===== config.mk =====
export PLATFORM = sky130hd
export DESIGN_NAME = mem_port_arbiter
export DESIGN_NICKNAME = d
export VERILOG_FILES = /design/src/rtl/mem_port_arbiter_pkg.sv /design/src/rtl/mem_port_arbiter.sv
export SDC_FILE = /design/constraint.sdc
export NUM_CORES = 1
export LEC_CHECK = 0
export BUFFER_PORTS_ARGS = -buffer_cell sky130_fd_sc_hd__buf_4
export CAP_MARGIN = 40
export CORE_MARGIN = 2
export CORE_UTILIZATION = 29
export DETAILED_ROUTE_END_ITERATION = 12
export GPL_ROUTABILITY_DRIVEN = 0
export PLACE_DENSITY = 0.57
export SLEW_MARGIN = 25
export SYNTH_ARGS = -nofsm -noshare
export SYNTH_HDL_FRONTEND = slang
export SYNTH_SLANG_ARGS = --single-unit

===== constraint.sdc =====
create_clock -name clk -period 1.85 [get_ports clk]
set_input_delay 0.37 -clock clk [delete_from_list [all_inputs] [get_ports clk]]
set_output_delay 0.37 -clock clk [all_outputs]
set_load 0.01 [all_outputs]

===== src/rtl/mem_port_arbiter_pkg.sv =====
// Shared types for the memory port arbiter.
//   arb_state_e : arbiter FSM states (idle, request on bus, waiting for response)
//   arb_owner_e : which requester owns the in-flight bus transaction
//   FETCH_BE    : byte enables driven for instruction fetches (full word)
package mem_port_arbiter_pkg;

  typedef enum logic [1:0] {
    ARB_IDLE,
    ARB_REQ,
    ARB_WAIT
  } arb_state_e;

  typedef enum logic {
    ARB_OWN_FETCH,
    ARB_OWN_DATA
  } arb_owner_e;

  localparam logic [3:0] FETCH_BE = 4'hF;

endpackage


===== src/rtl/mem_port_arbiter.sv =====
// Memory port arbiter: shares one external memory port between the fetch
// stage and the memory stage, with one bus transaction outstanding at a time.
//
// Ports:
//   clk, reset           clock, asynchronous active-low reset
//   f_req_i/f_addr_i     fetch request (held until f_gnt_o) and address
//   f_flush_i            drop the pending fetch response
//   f_gnt_o              fetch accepted (combinational, IDLE only)
//   f_valid_o/f_data_o/f_err_o   fetch response pulse, data, timeout flag
//   d_req_i/d_we_i/d_addr_i/d_wdata_i/d_be_i   data request (held until d_gnt_o)
//   d_gnt_o              data accepted (combinational, IDLE only)
//   d_valid_o/d_rdata_o/d_err_o  data response pulse, load data, timeout flag
//   bus_req_o/bus_we_o/bus_addr_o/bus_wdata_o/bus_be_o   external bus request
//   bus_gnt_i/bus_valid_i/bus_rdata_i                   external bus handshake
//   busy_o               arbiter is not idle
module mem_port_arbiter
  import mem_port_arbiter_pkg::*;
#(
  parameter int ADDR_W   = 32,
  parameter int DATA_W   = 32,
  parameter int MAX_WAIT = 15,
  parameter int TIMEOUT  = 255
) (
  input  logic              clk,
  input  logic              reset,
  input  logic              f_req_i,
  input  logic [ADDR_W-1:0] f_addr_i,
  input  logic              f_flush_i,
  output logic              f_gnt_o,
  output logic              f_valid_o,
  output logic [DATA_W-1:0] f_data_o,
  output logic              f_err_o,
  input  logic              d_req_i,
  input  logic              d_we_i,
  input  logic [ADDR_W-1:0] d_addr_i,
  input  logic [DATA_W-1:0] d_wdata_i,
  input  logic [3:0]        d_be_i,
  output logic              d_gnt_o,
  output logic              d_valid_o,
  output logic [DATA_W-1:0] d_rdata_o,
  output logic              d_err_o,
  output logic              bus_req_o,
  output logic              bus_we_o,
  output logic [ADDR_W-1:0] bus_addr_o,
  output logic [DATA_W-1:0] bus_wdata_o,
  output logic [3:0]        bus_be_o,
  input  logic              bus_gnt_i,
  input  logic              bus_valid_i,
  input  logic [DATA_W-1:0] bus_rdata_i,
  output logic              busy_o
);

  localparam int STARVE_W = $clog2(MAX_WAIT + 1);
  localparam int TMO_W    = $clog2(TIMEOUT + 1);
  localparam logic [STARVE_W-1:0] STARVE_MAX = STARVE_W'(MAX_WAIT);
  localparam logic [TMO_W-1:0]    TMO_LAST   = TMO_W'(TIMEOUT - 1);

  arb_state_e          state_q, state_d;
  arb_owner_e          owner_q, owner_d;
  logic                bus_we_q, bus_we_d;
  logic [ADDR_W-1:0]   bus_addr_q, bus_addr_d;
  logic [DATA_W-1:0]   bus_wdata_q, bus_wdata_d;
  logic [3:0]          bus_be_q, bus_be_d;
  logic [STARVE_W-1:0] starve_cnt_q, starve_cnt_d;
  logic [TMO_W-1:0]    tmo_cnt_q, tmo_cnt_d;
  logic                drop_q, drop_d;
  logic                f_valid_q, f_valid_d;
  logic                f_err_q, f_err_d;
  logic [DATA_W-1:0]   f_data_q, f_data_d;
  logic                d_valid_q, d_valid_d;
  logic                d_err_q, d_err_d;
  logic [DATA_W-1:0]   d_rdata_q, d_rdata_d;

  logic                fetch_win;
  logic                f_gnt, d_gnt;
  logic                resp_err;
  logic [DATA_W-1:0]   resp_data;

  // Data has priority unless fetch has been starved long enough.
  assign fetch_win = f_req_i && (!d_req_i || (starve_cnt_q == STARVE_MAX));
  // Grants are gated by reset so every output reads 0 while reset is held.
  assign f_gnt = reset && (state_q == ARB_IDLE) && fetch_win;
  assign d_gnt = reset && (state_q == ARB_IDLE) && d_req_i && !fetch_win;

  always_comb begin
    state_d      = state_q;
    owner_d      = owner_q;
    bus_we_d     = bus_we_q;
    bus_addr_d   = bus_addr_q;
    bus_wdata_d  = bus_wdata_q;
    bus_be_d     = bus_be_q;
    tmo_cnt_d    = tmo_cnt_q;
    drop_d       = drop_q;
    starve_cnt_d = starve_cnt_q;
    f_valid_d    = 1'b0;
    f_err_d      = 1'b0;
    f_data_d     = '0;
    d_valid_d    = 1'b0;
    d_err_d      = 1'b0;
    d_rdata_d    = '0;
    resp_err     = 1'b0;
    resp_data    = '0;

    if (f_gnt) begin
      starve_cnt_d = '0;
    end else if (f_req_i && (starve_cnt_q != STARVE_MAX)) begin
      starve_cnt_d = starve_cnt_q + 1'b1;
    end

    case (state_q)
      ARB_IDLE: begin
        drop_d = 1'b0;
        if (f_gnt) begin
          state_d     = ARB_REQ;
          owner_d     = ARB_OWN_FETCH;
          bus_we_d    = 1'b0;
          bus_addr_d  = f_addr_i;
          bus_wdata_d = '0;
          bus_be_d    = FETCH_BE;
        end else if (d_gnt) begin
          state_d     = ARB_REQ;
          owner_d     = ARB_OWN_DATA;
          bus_we_d    = d_we_i;
          bus_addr_d  = d_addr_i;
          bus_wdata_d = d_wdata_i;
          bus_be_d    = d_be_i;
        end
      end
      ARB_REQ: begin
        if (f_flush_i && (owner_q == ARB_OWN_FETCH)) drop_d = 1'b1;
        if (bus_gnt_i) begin
          state_d   = ARB_WAIT;
          tmo_cnt_d = '0;
        end
      end
      ARB_WAIT: begin
        if (f_flush_i && (owner_q == ARB_OWN_FETCH)) drop_d = 1'b1;
        tmo_cnt_d = tmo_cnt_q + 1'b1;
        // A response arriving on the timeout cycle takes precedence.
        if (bus_valid_i || (tmo_cnt_q == TMO_LAST)) begin
          state_d   = ARB_IDLE;
          resp_err  = !bus_valid_i;
          resp_data = (bus_valid_i && !bus_we_q) ? bus_rdata_i : '0;
          if (owner_q == ARB_OWN_FETCH) begin
            // A flush on the final WAIT cycle still suppresses the response.
            if (!(drop_q || f_flush_i)) begin
              f_valid_d = 1'b1;
              f_err_d   = resp_err;
              f_data_d  = resp_data;
            end
          end else begin
            d_valid_d = 1'b1;
            d_err_d   = resp_err;
            d_rdata_d = resp_data;
          end
        end
      end
      default: state_d = ARB_IDLE;
    endcase
  end

  always_ff @(posedge clk or negedge reset) begin
    if (!reset) begin
      state_q      <= ARB_IDLE;
      owner_q      <= ARB_OWN_FETCH;
      bus_we_q     <= 1'b0;
      bus_addr_q   <= '0;
      bus_wdata_q  <= '0;
      bus_be_q     <= '0;
      starve_cnt_q <= '0;
      tmo_cnt_q    <= '0;
      drop_q       <= 1'b0;
      f_valid_q    <= 1'b0;
      f_err_q      <= 1'b0;
      f_data_q     <= '0;
      d_valid_q    <= 1'b0;
      d_err_q      <= 1'b0;
      d_rdata_q    <= '0;
    end else begin
      state_q      <= state_d;
      owner_q      <= owner_d;
      bus_we_q     <= bus_we_d;
      bus_addr_q   <= bus_addr_d;
      bus_wdata_q  <= bus_wdata_d;
      bus_be_q     <= bus_be_d;
      starve_cnt_q <= starve_cnt_d;
      tmo_cnt_q    <= tmo_cnt_d;
      drop_q       <= drop_d;
      f_valid_q    <= f_valid_d;
      f_err_q      <= f_err_d;
      f_data_q     <= f_data_d;
      d_valid_q    <= d_valid_d;
      d_err_q      <= d_err_d;
      d_rdata_q    <= d_rdata_d;
    end
  end

  assign f_gnt_o     = f_gnt;
  assign d_gnt_o     = d_gnt;
  assign f_valid_o   = f_valid_q;
  assign f_err_o     = f_err_q;
  assign f_data_o    = f_data_q;
  assign d_valid_o   = d_valid_q;
  assign d_err_o     = d_err_q;
  assign d_rdata_o   = d_rdata_q;
  assign bus_req_o   = (state_q == ARB_REQ);
  assign bus_we_o    = bus_we_q;
  assign bus_addr_o  = bus_addr_q;
  assign bus_wdata_o = bus_wdata_q;
  assign bus_be_o    = bus_be_q;
  assign busy_o      = (state_q != ARB_IDLE);

endmodule


==> results of run 1 <==
per-layer routing:
metal  GRT usage  vias up  part of all wire
met1      0.2012     2189              0.42
met5           0        -                 0
li1            -     2218                 -
met2      0.2686      140              0.51
met4     0.06845        0             0.028
met3     0.03563       30             0.043
what timing repair did:
item,in CTS,in global routing
endpoints found under the hold margin,7,0
setup endpoints to repair,2,19
pin swaps,4,1
hold buffers,1,0
resized for setup,12,3
setup buffers,6,2
logic make-up (layout without fill, tap and decap cells):
family	count (synthesis)	count (layout)	share of synthesized area
AO/OA/AOI/OAI	123	123	0.1449
XOR/XNOR	2	2	0.002979
adder cells (fa/ha/maj)	8	8	0.01702
buffers and inverters	64	371	0.05382
flip-flops	153	153	0.6509
multiplexers	5	5	0.009147
AND/OR/NAND/NOR	120	120	0.1213
registers in the layout, indices dropped and copies added (netlist names), 2 cells and up:
| name | cells |
|---|---|
| d_rdata_o | 32 |
| bus_be_o | 4 |
| bus_addr_o | 32 |
| state_q | 2 |
| bus_wdata_o | 32 |
| f_data_o | 32 |
| tmo_cnt_q | 8 |
| starve_cnt_q | 4 |
power by group:
| group | switching (W) | internal (W) | leakage [nW] |
|---|---|---|---|
| registers | 0.000563 | 0.00426 | 1.97 |
| clock network | 0.00146 | 0.00205 | 0.278 |
| logic | 0.00198 | 0.00222 | 2.39 |
per-stage QoR:
stage          utilization  hold WS, ps  power, W  cell area, µm²  setup slack [ps]
2_1_floorplan            -        74.41  0.006745            5882             99.21
3_3_place_gp        0.4152        187.6  0.008924            8320             157.8
3_5_place_dp        0.4152        186.6  0.008969            8320             111.8
4_1_cts             0.4499        142.5   0.01269            9016            -98.51
5_1_grt             0.4507        145.5   0.01329            9032            -113.1
6_report            0.4507        109.3   0.01254            9032            -30.26
final cells by class:
type                       instances  share of cell area
clock buffer                      18             0.04862
clock inverter                    14             0.01787
inverter                          40             0.01718
multi-input combinational        258              0.1967
sequential                       153              0.4239
tap                              270             0.03740
timing repair buffer             299              0.2583
final timing paths:
kind | cells after the start | end
setup / recovery | 6 | f_gnt_o
hold / removal | 2 | bus_addr_o[15]
setup reg to reg | 6 | state_q[1]
hold reg to reg | 1 | bus_be_o[1]
max in group asynchronous | 2 | f_err_o
min in group clk | 2 | d_err_o
layout by cell type (no fill, tap or decap), types with 4 or more instances in the layout:
master and n:
sky130_fd_sc_hd__a21oi_1 29, sky130_fd_sc_hd__a21oi_2 8, sky130_fd_sc_hd__a22o_1 35, sky130_fd_sc_hd__and2_1 60
sky130_fd_sc_hd__buf_12 6, sky130_fd_sc_hd__buf_4 289, sky130_fd_sc_hd__clkbuf_16 17, sky130_fd_sc_hd__clkinvlp_4 5
sky130_fd_sc_hd__dfrtp_1 153, sky130_fd_sc_hd__ha_1 5, sky130_fd_sc_hd__inv_1 37, sky130_fd_sc_hd__inv_6 5
sky130_fd_sc_hd__nand2_1 19, sky130_fd_sc_hd__nor2_1 13, sky130_fd_sc_hd__nor3_1 4, sky130_fd_sc_hd__o21ai_0 8
sky130_fd_sc_hd__o22a_1 4, sky130_fd_sc_hd__o22ai_1 32
==> flow_summary.html, run 1 <==
<table>
<tr><th>Metric</th><th>Value</th></tr>
<tr><th colspan="2">Flow run</th></tr>
<tr><td>Maxcap violations</td><td>0</td></tr>
<tr><th colspan="2">Worst setup path</th></tr>
<tr><td>Worst R2R Start</td><td>state_q[0]</td></tr>
<tr><td>Sum of buffers and inverters on the critical path</td><td>2</td></tr>
<tr><td>Maximum fanout count along the critical path</td><td>4</td></tr>
<tr><td>CP required</td><td>1480 ps</td></tr>
<tr><td>Critical path, cell by cell</td><td>inv_2, ha_4, and2_4, nand2_4, a21oi_4, buf_6</td></tr>
<tr><td>Crit path launch type</td><td>register</td></tr>
<tr><td>Setup crit end kind</td><td>output pin</td></tr>
<tr><td>Type of the worst setup path</td><td>register to output pin</td></tr>
<tr><td>Critical-path top delay cell</td><td>sky130_fd_sc_hd__dfrtp_1</td></tr>
<tr><td>Arrival time at the worst endpoint</td><td>1510 ps</td></tr>
<tr><td>Crit path largest cell delay</td><td>390 ps</td></tr>
<tr><td>Worst path top cell family by delay</td><td>flip-flops</td></tr>
<tr><td>R2r setup slk</td><td>130 ps</td></tr>
<tr><td>Worst setup path start</td><td>state_q[1]</td></tr>
<tr><th colspan="2">STA</th></tr>
<tr><td>Setup Viol. Count Final</td><td>2</td></tr>
<tr><td>Number of endpoints with negative hold slack in the final report</td><td>0</td></tr>
<tr><td>Worst slew margin relative to its limit</td><td>0.4666</td></tr>
<tr><td>Final worst-path setup slack</td><td>-30.26 ps</td></tr>
<tr><td>Worst clock skew on the final layout</td><td>11.37 ps</td></tr>
<tr><td>Setup TNS after final layout</td><td>-58.02 ps</td></tr>
<tr><td>Maximum clock frequency</td><td>531.8 MHz</td></tr>
<tr><td>Fin crit period</td><td>1880 ps</td></tr>
<tr><td>Worst-margin pin slew</td><td>800.1 ps</td></tr>
<tr><td>Unrepaired setup endpoints after global routing</td><td>yes</td></tr>
<tr><td>Period utilization</td><td>1.016</td></tr>
<tr><td>Final-report max-slew violation count</td><td>0</td></tr>
<tr><th colspan="2">Power and ir drop</th></tr>
<tr><td>Worst IR Drop VDD</td><td>493.5 µV</td></tr>
<tr><td>Standby leakage power</td><td>4.640 nW</td></tr>
<tr><td>Total power density per cell area</td><td>1389 nW/µm²</td></tr>
<tr><th colspan="2">Synthesis</th></tr>
<tr><td>Number of warnings printed during yosys synthesis</td><td>0</td></tr>
<tr><td>Library cell with the highest instance count after synthesis</td><td>sky130_fd_sc_hd__dfrtp_1</td></tr>
<tr><td>Commonest register cell after synthesis</td><td>sky130_fd_sc_hd__dfrtp_1</td></tr>
<tr><td>Post-synth net total</td><td>623</td></tr>
<tr><td>Synth top area share</td><td>0.6509</td></tr>
<tr><td>Most area-hungry cell type in the Yosys netlist</td><td>sky130_fd_sc_hd__dfrtp_1</td></tr>
<tr><td>Average instance area after synthesis</td><td>12.38 µm²</td></tr>
<tr><td>Register area share after synthesis</td><td>0.6509</td></tr>
<tr><td>Leading post-synthesis cells by instance count</td><td>sky130_fd_sc_hd__dfrtp_1 (153), sky130_fd_sc_hd__and2_1 (60), sky130_fd_sc_hd__inv_1 (39)</td></tr>
<tr><td>Number of synthesized flops with an enable pin</td><td>0</td></tr>
<tr><td>Seq cells post-synth</td><td>153</td></tr>
<tr><td>Count of distinct cell types in the synthesized netlist</td><td>47</td></tr>
<tr><td>Summed instance area of the synthesized netlist</td><td>5882 µm²</td></tr>
<tr><td>Post-Synthesis Cells</td><td>475</td></tr>
<tr><td>Cell types with the largest area share after synthesis</td><td>sky130_fd_sc_hd__dfrtp_1 (65%), sky130_fd_sc_hd__and2_1 (6.4%), sky130_fd_sc_hd__a22o_1 (5.2%)</td></tr>
<tr><td>Post-synthesis async set-or-reset flop share</td><td>1.000</td></tr>
<tr><th colspan="2">CTS</th></tr>
<tr><td>Buffers from clock root to sink, at most</td><td>2</td></tr>
<tr><td>Clock-pin slew reported for the worst setup and hold paths after clock tree synthesis</td><td>70 ps</td></tr>
<tr><td>TritonCTS Sinks</td><td>153</td></tr>
<tr><td>H-tree level count</td><td>4</td></tr>
<tr><td>Clock tree root driver cell</td><td>sky130_fd_sc_hd__clkbuf_16</td></tr>
<tr><td>Clock latency reported for the late side of the worst-skew pair</td><td>420 ps</td></tr>
<tr><td>Clock tree from TritonCTS</td><td>done</td></tr>
<tr><td>Clock buffers created by TritonCTS</td><td>17</td></tr>
<tr><th colspan="2">Layout</th></tr>
<tr><td>Total number of nets in the final design</td><td>917</td></tr>
<tr><td>Layout cell share with drive strength beyond 1</td><td>0.4616</td></tr>
<tr><td>Fin cells</td><td>1,052</td></tr>
<tr><td># fillers</td><td>1,886</td></tr>
<tr><td>Area of the multi-input gates</td><td>1777 µm²</td></tr>
<tr><td>Area grow syn2layout</td><td>53.56%</td></tr>
<tr><td>Total area of sequential cells</td><td>3829 µm²</td></tr>
<tr><td># diodes</td><td>0</td></tr>
<tr><th colspan="2">Floorplanning</th></tr>
<tr><td>Initial cell density of the core</td><td>0.2935</td></tr>
<tr><td>Top-Level Pins</td><td>281</td></tr>
<tr><td>Floorplan core area</td><td>20,040 µm²</td></tr>
<tr><td>Width of the die</td><td>146.4 µm</td></tr>
<tr><td>Overall die height</td><td>146.4 µm</td></tr>
<tr><td>Number of standard-cell rows in the floorplan</td><td>52</td></tr>
<tr><td>Die footprint</td><td>21,440 µm²</td></tr>
<tr><th colspan="2">Routing</th></tr>
<tr><td>Average wire per cell in the routed design</td><td>16.18 µm</td></tr>
<tr><td>TritonRoute pass-1 iters</td><td>4</td></tr>
<tr><td>Total routed wirelength</td><td>17,020 µm</td></tr>
<tr><td>Drt first-iter violations</td><td>234</td></tr>
<tr><td>Final routed DRC violation total</td><td>0</td></tr>
<tr><td>Number of routed nets with antenna violations</td><td>0</td></tr>
<tr><td>Detailed-route vias per instance</td><td>4.351</td></tr>
<tr><td>Via count</td><td>4,577</td></tr>
<tr><th colspan="2">GRT</th></tr>
<tr><td>Total gr overflow</td><td>0</td></tr>
<tr><td>Initial antenna violation count</td><td>0</td></tr>
<tr><td>Via count of the first global-routing pass</td><td>4,721</td></tr>
<tr><td>Total track usage</td><td>0.1606</td></tr>
<tr><td>Global-route wire length before repair</td><td>26,610 µm</td></tr>
<tr><td>Maximum number of pins on one net before global-route repair</td><td>147</td></tr>
<tr><th colspan="2">Hold path</th></tr>
<tr><td>Worst hold path class</td><td>input port to async pin</td></tr>
<tr><th colspan="2">Status</th></tr>
<tr><td>Status</td><td>complete, but fails checks</td></tr>
<tr><td>Failing checks</td><td>setup timing</td></tr>
<tr><th colspan="2">Placed design</th></tr>
<tr><td>Cell total after placement</td><td>1,012</td></tr>
<tr><td>Dpl hpwl</td><td>12,060 µm</td></tr>
<tr><td>Number of buffer cells added on primary ports</td><td>280</td></tr>
</table>
No activity file was read; power rests on OpenSTA's default activity.
==> inputs of run 2 (changes only) <==
--- a/config.mk
+++ b/config.mk
@@ -8,10 +8,10 @@
 export BUFFER_PORTS_ARGS = -buffer_cell sky130_fd_sc_hd__buf_4
 export CAP_MARGIN = 40
 export CORE_MARGIN = 2
-export CORE_UTILIZATION = 29
+export CORE_UTILIZATION = 40
 export DETAILED_ROUTE_END_ITERATION = 12
 export GPL_ROUTABILITY_DRIVEN = 0
-export PLACE_DENSITY = 0.57
+export PLACE_DENSITY = 0.74
 export SLEW_MARGIN = 25
 export SYNTH_ARGS = -nofsm -noshare
 export SYNTH_HDL_FRONTEND = slang
==> run 2 against run 1 <==
The flow still finishes with violations (setup timing). Cell area decreased by 0.37%. Maximum frequency fell by 0.26%. Die area down 27%. First-iteration DRC count is 5.6% higher. Register-to-register slack improved by 50 ps. Flip-flop and latch count unchanged. Utilization up 17 points. Routed wire length decreased by 5.1%. Non-clock buffer count up 5. Sequential power barely moved. Clock-buffer cell count did not move. Sequential share of layout area increased by 0.16 points. Largest cell class unchanged.
==> flow_summary.html, run 2 (synthesized netlist as in run 1, its figures left out) <==
<table>
<tr><th>Metric</th><th>Value</th></tr>
<tr><th colspan="2">Status</th></tr>
<tr><td>Failing checks</td><td>setup timing</td></tr>
<tr><td>Status</td><td>complete, but fails checks</td></tr>
<tr><th colspan="2">Layout</th></tr>
<tr><td># fillers</td><td>1,146</td></tr>
<tr><td>Total number of nets in the final design</td><td>922</td></tr>
<tr><td>Most common cell after layout, fill and taps aside</td><td>sky130_fd_sc_hd__buf_4</td></tr>
<tr><td>Layout cell share with drive strength beyond 1</td><td>0.4651</td></tr>
<tr><td>Area grow syn2layout</td><td>52.99%</td></tr>
<tr><td>Fin cells</td><td>971</td></tr>
<tr><td># diodes</td><td>0</td></tr>
<tr><td>Commonest cells after routing, fill and taps aside</td><td>sky130_fd_sc_hd__buf_4 (293), sky130_fd_sc_hd__dfrtp_1 (153), sky130_fd_sc_hd__and2_1 (60), sky130_fd_sc_hd__inv_1 (36), sky130_fd_sc_hd__a22o_1 (35)</td></tr>
<tr><td>Final core area utilization</td><td>0.6239</td></tr>
<tr><th colspan="2">Floorplanning</th></tr>
<tr><td>Die footprint</td><td>15,690 µm²</td></tr>
<tr><td>Floorplan core area</td><td>14,420 µm²</td></tr>
<tr><td>Width of the die</td><td>125.3 µm</td></tr>
<tr><td>Top-Level Pins</td><td>281</td></tr>
<tr><td>Initial cell density of the core</td><td>0.4078</td></tr>
<tr><td>Number of standard-cell rows in the floorplan</td><td>44</td></tr>
<tr><td>Overall die height</td><td>125.3 µm</td></tr>
<tr><th colspan="2">GRT</th></tr>
<tr><td>Most used routing layer in global routing</td><td>met2</td></tr>
<tr><td>Routing usage on met3</td><td>0.07531</td></tr>
<tr><td>Met1 track demand over resource</td><td>0.2408</td></tr>
<tr><td>Fraction of met2 tracks used by global routing</td><td>0.3683</td></tr>
<tr><td>Initial antenna violation count</td><td>0</td></tr>
<tr><td>Total gr overflow</td><td>0</td></tr>
<tr><td>Total track usage</td><td>0.2129</td></tr>
<tr><td>Global-route wire length before repair</td><td>26,030 µm</td></tr>
<tr><td>Via count of the first global-routing pass</td><td>5,073</td></tr>
<tr><td>Maximum number of pins on one net before global-route repair</td><td>140</td></tr>
<tr><th colspan="2">STA</th></tr>
<tr><td>Setup TNS after final layout</td><td>-41.67 ps</td></tr>
<tr><td>Final worst-path setup slack</td><td>-35.12 ps</td></tr>
<tr><td>Maximum clock frequency</td><td>530.5 MHz</td></tr>
<tr><td>Final-report max-slew violation count</td><td>0</td></tr>
<tr><td>Fin crit period</td><td>1885 ps</td></tr>
<tr><td>Unrepaired setup endpoints after global routing</td><td>yes</td></tr>
<tr><td>Worst clock skew on the final layout</td><td>4.666 ps</td></tr>
<tr><td>Number of endpoints with negative hold slack in the final report</td><td>0</td></tr>
<tr><td>Setup Viol. Count Final</td><td>2</td></tr>
<tr><td>Period utilization</td><td>1.019</td></tr>
<tr><td>Worst-margin pin slew</td><td>712.5 ps</td></tr>
<tr><td>Worst slew margin relative to its limit</td><td>0.5250</td></tr>
<tr><th colspan="2">Worst setup path</th></tr>
<tr><td>Arrival time at the worst endpoint</td><td>1520 ps</td></tr>
<tr><td>Maximum fanout count along the critical path</td><td>5</td></tr>
<tr><td>Type of the worst setup path</td><td>register to output pin</td></tr>
<tr><td>Crit path launch type</td><td>register</td></tr>
<tr><td>Setup crit end kind</td><td>output pin</td></tr>
<tr><td>CP required</td><td>1480 ps</td></tr>
<tr><th colspan="2">CTS</th></tr>
<tr><td>Clock-pin slew reported for the worst setup and hold paths after clock tree synthesis</td><td>60 ps</td></tr>
<tr><td>Clock latency reported for the late side of the worst-skew pair</td><td>410 ps</td></tr>
<tr><td>Clock buffers created by TritonCTS</td><td>17</td></tr>
<tr><td>TritonCTS Sinks</td><td>153</td></tr>
<tr><td>H-tree level count</td><td>4</td></tr>
<tr><td>Clock tree root driver cell</td><td>sky130_fd_sc_hd__clkbuf_16</td></tr>
<tr><td>Clock tree from TritonCTS</td><td>done</td></tr>
<tr><td>Buffers from clock root to sink, at most</td><td>2</td></tr>
<tr><th colspan="2">Placed design</th></tr>
<tr><td>Number of buffer cells added on primary ports</td><td>280</td></tr>
<tr><td>Cell total after placement</td><td>928</td></tr>
<tr><td>Dpl hpwl</td><td>11,590 µm</td></tr>
<tr><td>Setup slack after placement</td><td>155.0 ps</td></tr>
<tr><th colspan="2">Power and ir drop</th></tr>
<tr><td>Worst IR Drop VDD</td><td>737.1 µV</td></tr>
<tr><td>Standby leakage power</td><td>4.697 nW</td></tr>
<tr><td>Total power density per cell area</td><td>1414 nW/µm²</td></tr>
<tr><th colspan="2">Flow run</th></tr>
<tr><td>Maxcap violations</td><td>0</td></tr>
<tr><th colspan="2">Routing</th></tr>
<tr><td>Total routed wirelength</td><td>16,160 µm</td></tr>
<tr><td>Detailed-route vias per instance</td><td>4.893</td></tr>
<tr><td>TritonRoute pass-1 iters</td><td>5</td></tr>
<tr><td>Average wire per cell in the routed design</td><td>16.64 µm</td></tr>
<tr><td>Final routed DRC violation total</td><td>0</td></tr>
<tr><td>Number of routed nets with antenna violations</td><td>0</td></tr>
<tr><td>Via count</td><td>4,751</td></tr>
<tr><td>Drt first-iter violations</td><td>247</td></tr>
<tr><th colspan="2">Hold path</th></tr>
<tr><td>Worst hold path class</td><td>input port to async pin</td></tr>
</table>
-- run 2: changes by cell type in the layout (fill, tap and decap cells not counted), moves of 2 or more --
| cell | previous run | this run |
|---|---|---|
| sky130_fd_sc_hd__clkinv_4 | 2 | 4 |
| sky130_fd_sc_hd__ha_4 | 1 | 3 |
| sky130_fd_sc_hd__clkinvlp_4 | 5 | 0 |
| sky130_fd_sc_hd__buf_4 | 289 | 293 |
-- run 2: routing by layer --
layer,part of all wire,routed length (µm),vias to the layer above
li1,-,-,2224
met1,0.38,6161,2325
met2,0.53,8504,184
met3,0.072,1162,18
met4,0.020,330,0
met5,0,0,-
-- run 2: stage by stage --
stage	hold slack, ps	total power, W	cell area (µm²)
finish	138.1	0.01272	8999
CTS	143.4	0.01277	8962
global placement	225.0	0.008818	8228
global route	134.3	0.01348	8999
floorplan	74.41	0.006745	5882
detailed placement	226.1	0.008972	8228
-- run 2: layout make-up --
class / count / area (µm²) / share of cell area
clock inverter: 14 / 187.7 / 0.02086
sequential: 153 / 3829 / 0.4255
tap: 184 / 230.2 / 0.02558
timing repair buffer: 304 / 2375 / 0.2639
inverter: 40 / 152.6 / 0.01696
clock buffer: 18 / 429.2 / 0.04769
multi-input combinational: 258 / 1795 / 0.1995
-- run 2: worst paths after layout --
kind	start	endpoint	slack (ps)	cells after the start
min in group clk	bus_rdata_i[9]	d_rdata_o[9]	160	2
setup reg to reg	state_q[1]	bus_addr_o[2]	180	9
max in group asynchronous	reset	d_rdata_o[29]	840	2
hold / removal	reset	bus_addr_o[18]	140	2
setup / recovery	state_q[1]	f_gnt_o	-40	6
hold reg to reg	bus_be_o[2]	bus_be_o[2]	500	1
-- run 2: worst max-delay path, cell delays in order (launching register included) --
cell and delay [ps]:
sky130_fd_sc_hd__dfrtp_1 390, sky130_fd_sc_hd__inv_2 90, sky130_fd_sc_hd__ha_4 130, sky130_fd_sc_hd__and2_4 190
sky130_fd_sc_hd__nand2_4 60, sky130_fd_sc_hd__a21oi_4 120, sky130_fd_sc_hd__buf_6 120
-- run 2: power breakdown --
| group | total (W) | switching [W] | internal, W |
|---|---|---|---|
| Combinational | 0.00429 | 0.00199 | 0.00230 |
| Clock | 0.00357 | 0.00140 | 0.00216 |
| Sequential | 0.00486 | 0.000597 | 0.00427 |
-- run 2: timing repair --
| action | CTS | global route |
|---|---|---|
| setup endpoints to repair | 3 | 8 |
| resized for setup | 12 | 6 |
| hold buffers | 1 | 0 |
| pin swaps | 3 | 1 |
| buffers inserted | 8 | 2 |
| hold endpoints to repair | 14 | 0 |
==> inputs of run 3 (changes only) <==
--- a/config.mk
+++ b/config.mk
@@ -7,11 +7,13 @@
 export LEC_CHECK = 0
 export BUFFER_PORTS_ARGS = -buffer_cell sky130_fd_sc_hd__buf_4
 export CAP_MARGIN = 40
+export CELL_PAD_IN_SITES_DETAIL_PLACEMENT = 0
+export CELL_PAD_IN_SITES_GLOBAL_PLACEMENT = 1
 export CORE_MARGIN = 2
-export CORE_UTILIZATION = 40
+export CORE_UTILIZATION = 35
 export DETAILED_ROUTE_END_ITERATION = 12
 export GPL_ROUTABILITY_DRIVEN = 0
-export PLACE_DENSITY = 0.74
+export PLACE_DENSITY = 0.81
 export SLEW_MARGIN = 25
 export SYNTH_ARGS = -nofsm -noshare
 export SYNTH_HDL_FRONTEND = slang
==> constraint.sdc (replaced) <==
create_clock -name clk -period 1.8 [get_ports clk]
set_input_delay 0.36 -clock clk [delete_from_list [all_inputs] [get_ports clk]]
set_output_delay 0.36 -clock clk [all_outputs]
set_load 0.01 [all_outputs]
==> run 3 against run 2 <==
The flow still finishes with violations (setup timing). Non-clock buffer count increased by 2. Clock power decreased by 2%. Cell count increased by 3.9%. Largest power group unchanged. Clock-buffer cell count decreased by 1. Critical path depth unchanged. Global-route usage decreased by 2.4 points.
==> flow_summary.html, run 3 (synthesized netlist as in run 1, its figures left out) <==
<table>
<tr><th>Metric</th><th>Value</th></tr>
<tr><th colspan="2">CTS</th></tr>
<tr><td>Clock latency reported for the late side of the worst-skew pair</td><td>420 ps</td></tr>
<tr><td>Clock-pin slew reported for the worst setup and hold paths after clock tree synthesis</td><td>70 ps</td></tr>
<tr><td>Buffers from clock root to sink, at most</td><td>2</td></tr>
<tr><td>Clock tree from TritonCTS</td><td>done</td></tr>
<tr><td>Clock tree root driver cell</td><td>sky130_fd_sc_hd__clkbuf_16</td></tr>
<tr><td>Clock buffers created by TritonCTS</td><td>17</td></tr>
<tr><td>H-tree level count</td><td>4</td></tr>
<tr><td>TritonCTS Sinks</td><td>153</td></tr>
<tr><th colspan="2">Power and ir drop</th></tr>
<tr><td>Combinational group share of total power</td><td>0.341</td></tr>
<tr><td>Internal Power</td><td>0.008676 W</td></tr>
<tr><td>Worst IR Drop VDD</td><td>595.5 µV</td></tr>
<tr><td>Standby leakage power</td><td>4.677 nW</td></tr>
<tr><td>Total power density per cell area</td><td>1434 nW/µm²</td></tr>
<tr><td>Sw Pwr</td><td>0.004217 W</td></tr>
<tr><td>Power share of the clock group</td><td>0.272</td></tr>
<tr><td>Total chip power</td><td>0.01289 W</td></tr>
<tr><td>Switching share of power</td><td>0.3271</td></tr>
<tr><td>Portion of total power attributed to sequential cells</td><td>0.387</td></tr>
<tr><th colspan="2">Worst setup path</th></tr>
<tr><td>Critical-path top delay cell</td><td>sky130_fd_sc_hd__dfrtp_1</td></tr>
<tr><td>Critical path, cell by cell</td><td>inv_2, ha_4, and2_4, nand2_4, a21oi_4, buf_6</td></tr>
<tr><td>Maximum fanout count along the critical path</td><td>4</td></tr>
<tr><td>CP required</td><td>1440 ps</td></tr>
<tr><td>Crit path launch type</td><td>register</td></tr>
<tr><td>Arrival time at the worst endpoint</td><td>1530 ps</td></tr>
<tr><td>Type of the worst setup path</td><td>register to output pin</td></tr>
<tr><td>Crit path largest cell delay</td><td>400 ps</td></tr>
<tr><td>Setup crit end kind</td><td>output pin</td></tr>
<tr><td>R2r setup slk</td><td>110 ps</td></tr>
<tr><th colspan="2">Layout</th></tr>
<tr><td>Most common cell after layout, fill and taps aside</td><td>sky130_fd_sc_hd__buf_4</td></tr>
<tr><td>Area grow syn2layout</td><td>52.84%</td></tr>
<tr><td>Total number of nets in the final design</td><td>924</td></tr>
<tr><td>Commonest cells after routing, fill and taps aside</td><td>sky130_fd_sc_hd__buf_4 (300), sky130_fd_sc_hd__dfrtp_1 (152), sky130_fd_sc_hd__and2_1 (60), sky130_fd_sc_hd__inv_1 (37), sky130_fd_sc_hd__a22o_1 (35)</td></tr>
<tr><td>Layout cell share with drive strength beyond 1</td><td>0.4677</td></tr>
<tr><td># diodes</td><td>0</td></tr>
<tr><th colspan="2">STA</th></tr>
<tr><td>Final worst-path setup slack</td><td>-93.64 ps</td></tr>
<tr><td>Period utilization</td><td>1.052</td></tr>
<tr><td>Setup TNS after final layout</td><td>-145.7 ps</td></tr>
<tr><td>Final-report max-slew violation count</td><td>0</td></tr>
<tr><td>Worst-margin pin slew</td><td>785.5 ps</td></tr>
<tr><td>Unrepaired setup endpoints after global routing</td><td>yes</td></tr>
<tr><td>Fin crit period</td><td>1894 ps</td></tr>
<tr><td>Setup Viol. Count Final</td><td>3</td></tr>
<tr><td>Worst clock skew on the final layout</td><td>7.688 ps</td></tr>
<tr><td>Worst slew margin relative to its limit</td><td>0.4764</td></tr>
<tr><td>Number of endpoints with negative hold slack in the final report</td><td>0</td></tr>
<tr><td>Maximum clock frequency</td><td>528.1 MHz</td></tr>
<tr><th colspan="2">Floorplanning</th></tr>
<tr><td>Overall die height</td><td>133.6 µm</td></tr>
<tr><td>Floorplan core area</td><td>16,520 µm²</td></tr>
<tr><td>Top-Level Pins</td><td>281</td></tr>
<tr><td>Number of standard-cell rows in the floorplan</td><td>47</td></tr>
<tr><td>Width of the die</td><td>133.6 µm</td></tr>
<tr><td>Initial cell density of the core</td><td>0.3559</td></tr>
<tr><td>Die footprint</td><td>17,860 µm²</td></tr>
<tr><th colspan="2">Hold path</th></tr>
<tr><td>Worst hold path class</td><td>input port to async pin</td></tr>
<tr><th colspan="2">Routing</th></tr>
<tr><td>Average wire per cell in the routed design</td><td>16.34 µm</td></tr>
<tr><td>Total routed wirelength</td><td>16,490 µm</td></tr>
<tr><td>TritonRoute pass-1 iters</td><td>4</td></tr>
<tr><td>Detailed-route vias per instance</td><td>4.720</td></tr>
<tr><td>Via count</td><td>4,762</td></tr>
<tr><td>Drt first-iter violations</td><td>190</td></tr>
<tr><td>Number of routed nets with antenna violations</td><td>0</td></tr>
<tr><td>Final routed DRC violation total</td><td>0</td></tr>
<tr><th colspan="2">GRT</th></tr>
<tr><td>Total gr overflow</td><td>0</td></tr>
<tr><td>Via count of the first global-routing pass</td><td>5,014</td></tr>
<tr><td>Global-route wire length before repair</td><td>26,350 µm</td></tr>
<tr><td>Initial antenna violation count</td><td>0</td></tr>
<tr><td>Total track usage</td><td>0.1894</td></tr>
<tr><td>Maximum number of pins on one net before global-route repair</td><td>147</td></tr>
<tr><th colspan="2">Flow run</th></tr>
<tr><td>Maxcap violations</td><td>0</td></tr>
<tr><th colspan="2">Placed design</th></tr>
<tr><td>Dpl hpwl</td><td>11,950 µm</td></tr>
<tr><td>Number of buffer cells added on primary ports</td><td>280</td></tr>
<tr><th colspan="2">Status</th></tr>
<tr><td>Failing checks</td><td>setup timing</td></tr>
<tr><td>Status</td><td>complete, but fails checks</td></tr>
</table>
-- run 3: metal layers --
layer | track usage | routed length (µm) | vias to the layer above
met2 | 0.3156 | 8241 | 205
li1 | - | - | 2230
met5 | 0 | 0 | -
met1 | 0.2221 | 6373 | 2296
met3 | 0.07953 | 1488 | 31
met4 | 0.06206 | 385 | 0
-- run 3: cell type report --
class / count / area [µm²]
Fill cell: 1440 / 7535
Clock inverter: 15 / 160.2
Clock buffer: 17 / 425.4
Sequential cell: 153 / 3830
Timing Repair Buffer: 306 / 2336
Multi-Input combinational cell: 258 / 1808
Inverter: 40 / 155.1
Tap cell: 220 / 275.3
-- run 3: timing repair --
item	CTS	global route
setup buffers	7	2
hold buffers	1	0
setup endpoints to repair	4	6
gates resized for setup	15	5
cloned	0	0
hold endpoints to repair	7	0
pin swaps	1	1
-- run 3: metrics by stage --
step	worst slack, ps	hold WS [ps]	cell area [µm²]	utilization	instances
2_1_floorplan	59.21	64.41	5882	-	475
6_report	-93.64	81.18	8990	0.5440	1009
3_3_place_gp	173.0	176.5	8245	0.4990	967
5_1_grt	-157.0	123.4	8990	0.5440	1009
4_1_cts	-73.87	132.3	8956	0.5420	1007
3_5_place_dp	100.3	182.2	8245	0.4990	967
-- run 3: worst paths after layout --
path / start / cells after the start / to
setup / recovery: state_q[1] / 6 / f_gnt_o
hold / removal: reset / 2 / f_data_o[22]
setup reg to reg: state_q[1] / 7 / state_q[0]
hold reg to reg: bus_be_o[1] / 1 / bus_be_o[1]
max in group asynchronous: reset / 2 / starve_cnt_q[0]
min in group clk: bus_rdata_i[13] / 2 / d_rdata_o[13]
-- run 3: power by group through the flow --
stage | sequential [W] | clock [W] | combinational (W)
final | 0.00499 | 0.00351 | 0.00439
after global placement | 0.00500 | 0 | 0.00407
after global routing | 0.00510 | 0.00377 | 0.00480
after floorplan | 0.00535 | 0 | 0.00159
after CTS | 0.00498 | 0.00359 | 0.00438
after detailed placement | 0.00502 | 0 | 0.00419
-- run 3: critical path, delay by kind of cell, from the launching register on --
family	cells	cell delay, ps
AO/OA/AOI/OAI	1	130
adder cells (fa/ha/maj)	1	130
buffers and inverters	2	210
flip-flops	1	400
AND/OR/NAND/NOR	2	230
